File: config.mk
export PLATFORM = sky130hd
export DESIGN_NAME = spi_reg_bridge_flat
export DESIGN_NICKNAME = d
export VERILOG_FILES = /design/src/rtl/spi_reg_bridge_pkg.sv /design/src/rtl/spi_reg_bridge_if.sv /design/src/rtl/spi_reg_bridge_cs_sync.sv /design/src/rtl/spi_reg_bridge.sv /design/src/flat_wrapper.sv
export SDC_FILE = /design/constraint.sdc
export NUM_CORES = 1
export LEC_CHECK = 0
export ABC_AREA = 1
export CAP_MARGIN = 20
export CORE_AREA = 3 3 123 125
export DETAILED_ROUTE_END_ITERATION = 6
export DIE_AREA = 0 0 126 128
export GPL_TIMING_DRIVEN = 0
export HOLD_SLACK_MARGIN = 0.08
export REMOVE_ABC_BUFFERS = 1
export SKIP_LAST_GASP = 1
export SLEW_MARGIN = 15
export SYNTH_ARGS = -nofsm -noshare
export SYNTH_HDL_FRONTEND = slang
export SYNTH_SLANG_ARGS = --single-unit
File: constraint.sdc
create_clock -name i_Clk -period 8.4 [get_ports i_Clk]
set_input_delay 2.52 -clock i_Clk [delete_from_list [all_inputs] [get_ports i_Clk]]
set_output_delay 2.52 -clock i_Clk [all_outputs]
set_load 0.05 [all_outputs]
File: src/rtl/spi_reg_bridge_pkg.sv
// Purpose: shared types and constants for the SPI command decoder / register file.
// Latency: n/a (definitions only).
// Backpressure: n/a; the SPI byte stream cannot be stalled.
package spi_reg_bridge_pkg;

   // Decoder states; IDLE must stay 0 so o_Busy is a simple compare.
   typedef enum logic [1:0] {
      S_IDLE  = 2'd0,
      S_CMD   = 2'd1,
      S_WRITE = 2'd2,
      S_READ  = 2'd3
   } state_t;

   // Command byte bit selecting read (1) or write (0).
   localparam int CMD_RD_BIT = 7;

   // Byte returned on MISO when no read data is pending.
   localparam logic [7:0] IDLE_BYTE_DEF = 8'hF0;

   // Default register file geometry.
   localparam int DEPTH_DEF  = 8;
   localparam int ADDR_W_DEF = 3;

endpackage

File: src/rtl/spi_reg_bridge_if.sv
// Purpose: byte-stream and register-export signals between SPI_Slave glue and the bridge.
// Latency: n/a (wiring only).
// Backpressure: none; every i_RX_DV pulse must be consumed in the cycle it arrives.
interface spi_reg_bridge_if #(
   parameter int DEPTH  = 8,
   parameter int ADDR_W = 3
);
   logic                 i_SPI_CS_n;
   logic                 i_RX_DV;
   logic [7:0]           i_RX_Byte;
   logic                 o_TX_DV;
   logic [7:0]           o_TX_Byte;
   logic                 o_Wr_Strobe;
   logic [ADDR_W-1:0]    o_Wr_Addr;
   logic [DEPTH*8-1:0]   o_Regs;
   logic                 o_Busy;

   // Side that supplies the CS pin and the received bytes.
   modport master (
      output i_SPI_CS_n, i_RX_DV, i_RX_Byte,
      input  o_TX_DV, o_TX_Byte, o_Wr_Strobe, o_Wr_Addr, o_Regs, o_Busy
   );

   // The bridge itself.
   modport slave (
      input  i_SPI_CS_n, i_RX_DV, i_RX_Byte,
      output o_TX_DV, o_TX_Byte, o_Wr_Strobe, o_Wr_Addr, o_Regs, o_Busy
   );
endinterface

File: src/rtl/spi_reg_bridge_cs_sync.sv
// Purpose: 2-flop synchroniser for the raw CS_n pin with rise/fall pulse outputs.
// Latency: an edge on the pin is acted on by the consumer 3 clocks after the pin moves.
// Backpressure: none; pulses are one cycle wide and are not held.
module spi_reg_bridge_cs_sync (
   input  logic i_Clk,
   input  logic i_Rst,
   input  logic i_CS_n,
   output logic o_Rise,
   output logic o_Fall
);

   logic       cs_meta;
   logic       cs_sync;
   logic       cs_sync_d;
   logic [1:0] fill_cnt;
   logic       armed;

   // Synchroniser chain plus one delayed copy for edge detection; idles deasserted (1).
   always_ff @(posedge i_Clk or posedge i_Rst) begin
      if (i_Rst) begin
         cs_meta   <= 1'b1;
         cs_sync   <= 1'b1;
         cs_sync_d <= 1'b1;
      end else begin
         cs_meta   <= i_CS_n;
         cs_sync   <= cs_meta;
         cs_sync_d <= cs_sync;
      end
   end

   // The chain resets to 1, so a pin already low at reset release would look like
   // a fall. Only arm fall detection once a real synchronised sample shows CS high.
   always_ff @(posedge i_Clk or posedge i_Rst) begin
      if (i_Rst) begin
         fill_cnt <= 2'd0;
         armed    <= 1'b0;
      end else begin
         if (fill_cnt != 2'd2) begin
            fill_cnt <= fill_cnt + 2'd1;
         end
         if (fill_cnt == 2'd2 && cs_sync) begin
            armed <= 1'b1;
         end
      end
   end

   assign o_Fall = armed & cs_sync_d & ~cs_sync;
   assign o_Rise = ~cs_sync_d & cs_sync;

endmodule

File: src/rtl/spi_reg_bridge.sv
// Purpose: SPI command decoder + auto-incrementing register file exported flat.
// Latency: TX load / write strobe registered, exactly 1 cycle after the triggering i_RX_DV.
// Backpressure: none; bytes arriving in IDLE are dropped, every other byte is consumed.
module spi_reg_bridge
   import spi_reg_bridge_pkg::*;
#(
   parameter int         DEPTH     = DEPTH_DEF,
   parameter int         ADDR_W    = ADDR_W_DEF,
   parameter logic [7:0] IDLE_BYTE = IDLE_BYTE_DEF
) (
   input  logic             i_Clk,
   input  logic             i_Rst,
   spi_reg_bridge_if.slave  bus
);

   localparam logic [ADDR_W-1:0] ADDR_ONE = {{(ADDR_W-1){1'b0}}, 1'b1};

   state_t            state;
   state_t            state_nxt;
   logic [ADDR_W-1:0] addr;
   logic [ADDR_W-1:0] addr_nxt;
   logic [ADDR_W-1:0] addr_inc;
   logic [ADDR_W-1:0] cmd_addr;
   logic [7:0]        regs [DEPTH];
   logic              wr_en;

   logic              cs_rise;
   logic              cs_fall;

   logic              tx_dv_q,     tx_dv_nxt;
   logic [7:0]        tx_byte_q,   tx_byte_nxt;
   logic              wr_strobe_q, wr_strobe_nxt;
   logic [ADDR_W-1:0] wr_addr_q,   wr_addr_nxt;

   spi_reg_bridge_cs_sync u_cs_sync (
      .i_Clk  (i_Clk),
      .i_Rst  (i_Rst),
      .i_CS_n (bus.i_SPI_CS_n),
      .o_Rise (cs_rise),
      .o_Fall (cs_fall)
   );

   // Address field of the command byte; the bits between it and the R/W bit are ignored.
   assign cmd_addr = bus.i_RX_Byte[ADDR_W-1:0];
   // Natural ADDR_W-bit overflow gives the modulo-DEPTH wrap.
   assign addr_inc = addr + ADDR_ONE;

   // State register.
   always_ff @(posedge i_Clk or posedge i_Rst) begin
      if (i_Rst) begin
         state <= S_IDLE;
      end else begin
         state <= state_nxt;
      end
   end

   // Next state: a CS fall always (re)starts in CMD, a CS rise always ends the
   // transaction; a byte arriving with the rise is still handled by the output logic.
   always_comb begin
      state_nxt = state;
      if (cs_fall) begin
         state_nxt = S_CMD;
      end else if (cs_rise) begin
         state_nxt = S_IDLE;
      end else begin
         case (state)
            S_CMD: begin
               if (bus.i_RX_DV) begin
                  state_nxt = bus.i_RX_Byte[CMD_RD_BIT] ? S_READ : S_WRITE;
               end
            end
            default: begin
               state_nxt = state;
            end
         endcase
      end
   end

   // Output / datapath decode: next values for the registered pulses, the address and the write enable.
   always_comb begin
      addr_nxt      = addr;
      wr_en         = 1'b0;
      tx_dv_nxt     = 1'b0;
      tx_byte_nxt   = tx_byte_q;
      wr_strobe_nxt = 1'b0;
      wr_addr_nxt   = wr_addr_q;
      if (cs_fall) begin
         // Reply to the command byte that is about to be clocked in.
         tx_dv_nxt   = 1'b1;
         tx_byte_nxt = IDLE_BYTE;
      end else if (bus.i_RX_DV) begin
         case (state)
            S_CMD: begin
               addr_nxt = cmd_addr;
               if (bus.i_RX_Byte[CMD_RD_BIT]) begin
                  tx_dv_nxt   = 1'b1;
                  tx_byte_nxt = regs[cmd_addr];
               end
            end
            S_WRITE: begin
               wr_en         = 1'b1;
               wr_strobe_nxt = 1'b1;
               wr_addr_nxt   = addr;
               addr_nxt      = addr_inc;
            end
            S_READ: begin
               // Data byte from the master is a dummy; preload the next register.
               addr_nxt    = addr_inc;
               tx_dv_nxt   = 1'b1;
               tx_byte_nxt = regs[addr_inc];
            end
            default: begin
               addr_nxt = addr;
            end
         endcase
      end
   end

   // Registered outputs and burst address.
   always_ff @(posedge i_Clk or posedge i_Rst) begin
      if (i_Rst) begin
         addr        <= '0;
         tx_dv_q     <= 1'b0;
         tx_byte_q   <= IDLE_BYTE;
         wr_strobe_q <= 1'b0;
         wr_addr_q   <= '0;
      end else begin
         addr        <= addr_nxt;
         tx_dv_q     <= tx_dv_nxt;
         tx_byte_q   <= tx_byte_nxt;
         wr_strobe_q <= wr_strobe_nxt;
         wr_addr_q   <= wr_addr_nxt;
      end
   end

   // Register file; the write lands on the same edge that raises the strobe.
   always_ff @(posedge i_Clk or posedge i_Rst) begin
      if (i_Rst) begin
         for (int i = 0; i < DEPTH; i++) begin
            regs[i] <= 8'h00;
         end
      end else if (wr_en) begin
         regs[addr] <= bus.i_RX_Byte;
      end
   end

   // Flat export, reg n at [8n+7:8n].
   for (genvar g = 0; g < DEPTH; g++) begin : g_regs_flat
      assign bus.o_Regs[8*g +: 8] = regs[g];
   end

   assign bus.o_TX_DV     = tx_dv_q;
   assign bus.o_TX_Byte   = tx_byte_q;
   assign bus.o_Wr_Strobe = wr_strobe_q;
   assign bus.o_Wr_Addr   = wr_addr_q;
   assign bus.o_Busy      = (state != S_IDLE);

endmodule
File: src/flat_wrapper.sv
// flat-port wrapper written by rule: the top's interface ports become plain ports
module spi_reg_bridge_flat import spi_reg_bridge_pkg::*;
#(
   parameter int         DEPTH     = DEPTH_DEF,
   parameter int         ADDR_W    = ADDR_W_DEF,
   parameter logic [7:0] IDLE_BYTE = IDLE_BYTE_DEF
)
  (i_Clk, i_Rst, bus_i_SPI_CS_n, bus_i_RX_DV, bus_i_RX_Byte, bus_o_TX_DV, bus_o_TX_Byte, bus_o_Wr_Strobe, bus_o_Wr_Addr, bus_o_Regs, bus_o_Busy);
  spi_reg_bridge_if #(.DEPTH(DEPTH), .ADDR_W(ADDR_W)) bus_i ();
  input  logic i_Clk;
  input  logic i_Rst;
  input wire logic [$bits(bus_i.i_SPI_CS_n)-1:0] bus_i_SPI_CS_n;
  input wire logic [$bits(bus_i.i_RX_DV)-1:0] bus_i_RX_DV;
  input wire logic [$bits(bus_i.i_RX_Byte)-1:0] bus_i_RX_Byte;
  output wire logic [$bits(bus_i.o_TX_DV)-1:0] bus_o_TX_DV;
  output wire logic [$bits(bus_i.o_TX_Byte)-1:0] bus_o_TX_Byte;
  output wire logic [$bits(bus_i.o_Wr_Strobe)-1:0] bus_o_Wr_Strobe;
  output wire logic [$bits(bus_i.o_Wr_Addr)-1:0] bus_o_Wr_Addr;
  output wire logic [$bits(bus_i.o_Regs)-1:0] bus_o_Regs;
  output wire logic [$bits(bus_i.o_Busy)-1:0] bus_o_Busy;
  assign bus_i.i_SPI_CS_n = bus_i_SPI_CS_n;
  assign bus_i.i_RX_DV = bus_i_RX_DV;
  assign bus_i.i_RX_Byte = bus_i_RX_Byte;
  assign bus_o_TX_DV = bus_i.o_TX_DV;
  assign bus_o_TX_Byte = bus_i.o_TX_Byte;
  assign bus_o_Wr_Strobe = bus_i.o_Wr_Strobe;
  assign bus_o_Wr_Addr = bus_i.o_Wr_Addr;
  assign bus_o_Regs = bus_i.o_Regs;
  assign bus_o_Busy = bus_i.o_Busy;
  spi_reg_bridge #(.DEPTH(DEPTH), .ADDR_W(ADDR_W), .IDLE_BYTE(IDLE_BYTE)) u_core (.i_Clk(i_Clk), .i_Rst(i_Rst), .bus(bus_i));
endmodule
==> run summary <==
Post-Synthesis Cells = 651
drt first pass iters = 5
met1 wire length = 6.82 mm
final hold vios = 0
post-route clock period utilization = 57.9%
commonest non-fill, non-tap cell in the layout = nand2_1
commonest non-fill, non-tap cells in the layout = 195 x nand2_1, 101 x nand3_1, 88 x clkdlybuf4s50_1
register bit total from synthesis = 88
Starting Density = 35.0%
Final Slew Violations = 0
power per cell area = 396 nW/um^2
area of the mapped netlist = 4900 sq um
wire per inst = 16.7 microns
Mapped Avg Cell Area = 7.52 sq um
area delta synth->final = 25.4%
Post-DRT Antenna Nets = 0
first-pass GRT wire length = 24.2 mm
fin area = 6140 sq um
final clock skew = 0.00855 ns
Total Power = 2430 uW
DR top layer = met4
Overflow after GRT = 0
initial antenna violation count = 0
CTS Root Cell = clkbuf_16
post-CTS setup buffers = 0
CTS tree = yes
Core ar. = 14,000 sq um
cell row count = 43
Clk Latency, worst-skew pair = 0.35 ns
clock slew at reported path FFs = 0.06 ns
final setup TNS = 0 ns
Die Wd = 126 microns
drc violations = 0
routed wl met3 = 955 microns
CP max FO = 22
Ys Warns = 0
Hold Worst Slack = 0.361 ns
slowest stage delay, CP = 1.15 ns
Max-Cap Viols = 0
WL met2 = 6.91 mm
# hold bufs at CTS = 0
Arr. time, crit path = 5.11 ns
Vias = 4,609
TritonCTS buffer count = 9
hold crit path type = reg -> reg
CP startpoint kind = primary input
CP bufs+invs = 2
critical path's top delay family = buffers and inverters
crit-path most repeated cell = nand2_1
Max Clk Rate = 205 MHz
RSZ-0062 raised after global routing = false
cell count after placement = 885
IO Count = 90
GPL Wtd Cong = 0.871
Layout Nets = 730
die height = 128 microns
final non-filler cell total = 901
hpwl dp = 10.1 mm
crit-path cells = clkdlybuf4s50_1, inv_1, o211ai_1, nand3_1, nand3_1, nand2_1, nand2_1, nand2_1
Vias/cell = 5.12
sequential fraction of the synthesis area = 45.1%
port buffer count = 89
layout cell share with drive strength beyond 1 = 7.91%
outcome = completed
DRT Wirelength = 15.0 mm
vias in the first global route = 4,497
H-tree depth = 3
VDD IR max = 0.197 mV
Tightest Pin Transition = 1.07 ns
Cell Area, Placed = 5820 sq um
Initial DRC Count = 320
Total GRT Usage = 19.1%
min Tclk post-route = 4.87 ns
Die ar. = 16,100 sq um
Post-CTS Resized = 0
largest net degree at the start of global routing = 59
Final setup viols = 0
CP max stage cell = clkdlybuf4s50_1
Antenna diodes = 0
critical path class = in -> reg
Synth cell types = 33
Max transition margin = 28.5%
CP Capture Type = register
clk sink count = 88
WP data required = 8.64 ns
Max clock buf depth = 2
Leak Pwr = 0.00289 uW
[logic make-up (layout without fill, tap and decap cells)]
| logic type | count (synthesis) | in the layout | synth area share (%) |
|---|---|---|---|
| DFF | 88 | 88 | 45.1 |
| adders and majority gates | 2 | 2 | 0.511 |
| AOI/OAI and AO/OA | 95 | 95 | 10.9 |
| xor gates and xnor gates | 2 | 2 | 0.741 |
| and+or+nand+nor | 347 | 347 | 31.6 |
| buffers and inverters | 117 | 187 | 11.1 |
[where the power goes]
group	internal, uW	total [uW]	switching, uW
sequential	563	673	110
combinational	407	1320	915
clock	269	434	165
total	1240	2430	1190
[metrics by stage]
stage	utilization, %	setup WS [ns]
2_1_floorplan	-	3.61
3_3_place_gp	41.3	2.22
3_5_place_dp	41.6	3.31
4_1_cts	43.9	3.61
5_1_grt	43.9	3.54
6_report	43.9	3.53
[synth_stat cells]
cell / instances / area (sq um)
nand2_1: 195 / 732
nand3_1: 101 / 505
dfrtp_1: 81 / 2030
inv_1: 74 / 278
nor2_1: 31 / 116
o21ai_0: 27 / 135
a21oi_1: 24 / 120
o21ai_1: 24 / 120
buf_2: 17 / 85.1
o211ai_1: 12 / 90.1
buf_6: 9 / 101
clkbuf_1: 7 / 26.3
dfstp_2: 7 / 184
nand2_4: 6 / 67.6
nand2_2: 5 / 31.3
o21ai_2: 4 / 35.0
inv_2: 3 / 11.3
or2_2: 3 / 18.8
a21oi_2: 2 / 17.5
buf_1: 2 / 7.51
buf_4: 2 / 15.0
ha_1: 2 / 25.0
nor2_2: 2 / 12.5
nor3_4: 2 / 32.5
a21o_1: 1 / 7.51
clkinv_1: 1 / 3.75
inv_4: 1 / 6.26
inv_8: 1 / 11.3
nand3_4: 1 / 17.5
nor2_4: 1 / 11.3
o311ai_0: 1 / 8.76
xnor2_1: 1 / 8.76
xnor2_4: 1 / 27.5
[sequential cells by signal, indices dropped and copies added (netlist names)]
name                        cells
u_core.addr                     3
u_core.bus.o_Regs              64
u_core.bus.o_TX_Byte            8
u_core.bus.o_TX_DV              1
u_core.bus.o_Wr_Addr            3
u_core.bus.o_Wr_Strobe          1
u_core.state                    2
u_core.u_cs_sync.armed          1
u_core.u_cs_sync.cs_meta        1
u_core.u_cs_sync.cs_sync        1
u_core.u_cs_sync.cs_sync_d      1
u_core.u_cs_sync.fill_cnt       2
[cell type report]
| class | instances | area, sq um |
|---|---|---|
| fillers | 1426 | 7850 |
| multi-input cells | 446 | 2140 |
| flip-flops and latches | 88 | 2210 |
| clock buffers | 13 | 250 |
| well taps | 180 | 225 |
| clock inverters | 3 | 65.1 |
| repair buffers | 91 | 933 |
| inverters | 80 | 313 |
[layer usage]
| layer | up-vias | global-route usage, % |
|---|---|---|
| met3 | 24 | 4.71 |
| met5 | - | 0 |
| met1 | 2198 | 25.6 |
| li1 | 2210 | - |
| met4 | 0 | 7.19 |
| met2 | 177 | 29.9 |
[path summary, 6_finish.rpt]
check                                          from                  endpoint  slack, ns  cells past startpoint
hold / removal             u_core.u_cs_sync.cs_meta  u_core.u_cs_sync.cs_sync       0.36                      0
min in group asynchronous                     i_Rst    u_core.bus.o_Wr_Strobe       2.52                      2
setup / recovery                   bus_i_RX_Byte[1]   u_core.bus.o_TX_Byte[3]       3.53                      8
setup reg to reg                     u_core.addr[0]   u_core.bus.o_TX_Byte[5]       5.36                      9
hold reg to reg            u_core.u_cs_sync.cs_meta  u_core.u_cs_sync.cs_sync       0.36                      0
max in group asynchronous                     i_Rst   u_core.bus.o_TX_Byte[6]       5.19                      3
No activity file was read; power rests on OpenSTA's default activity.
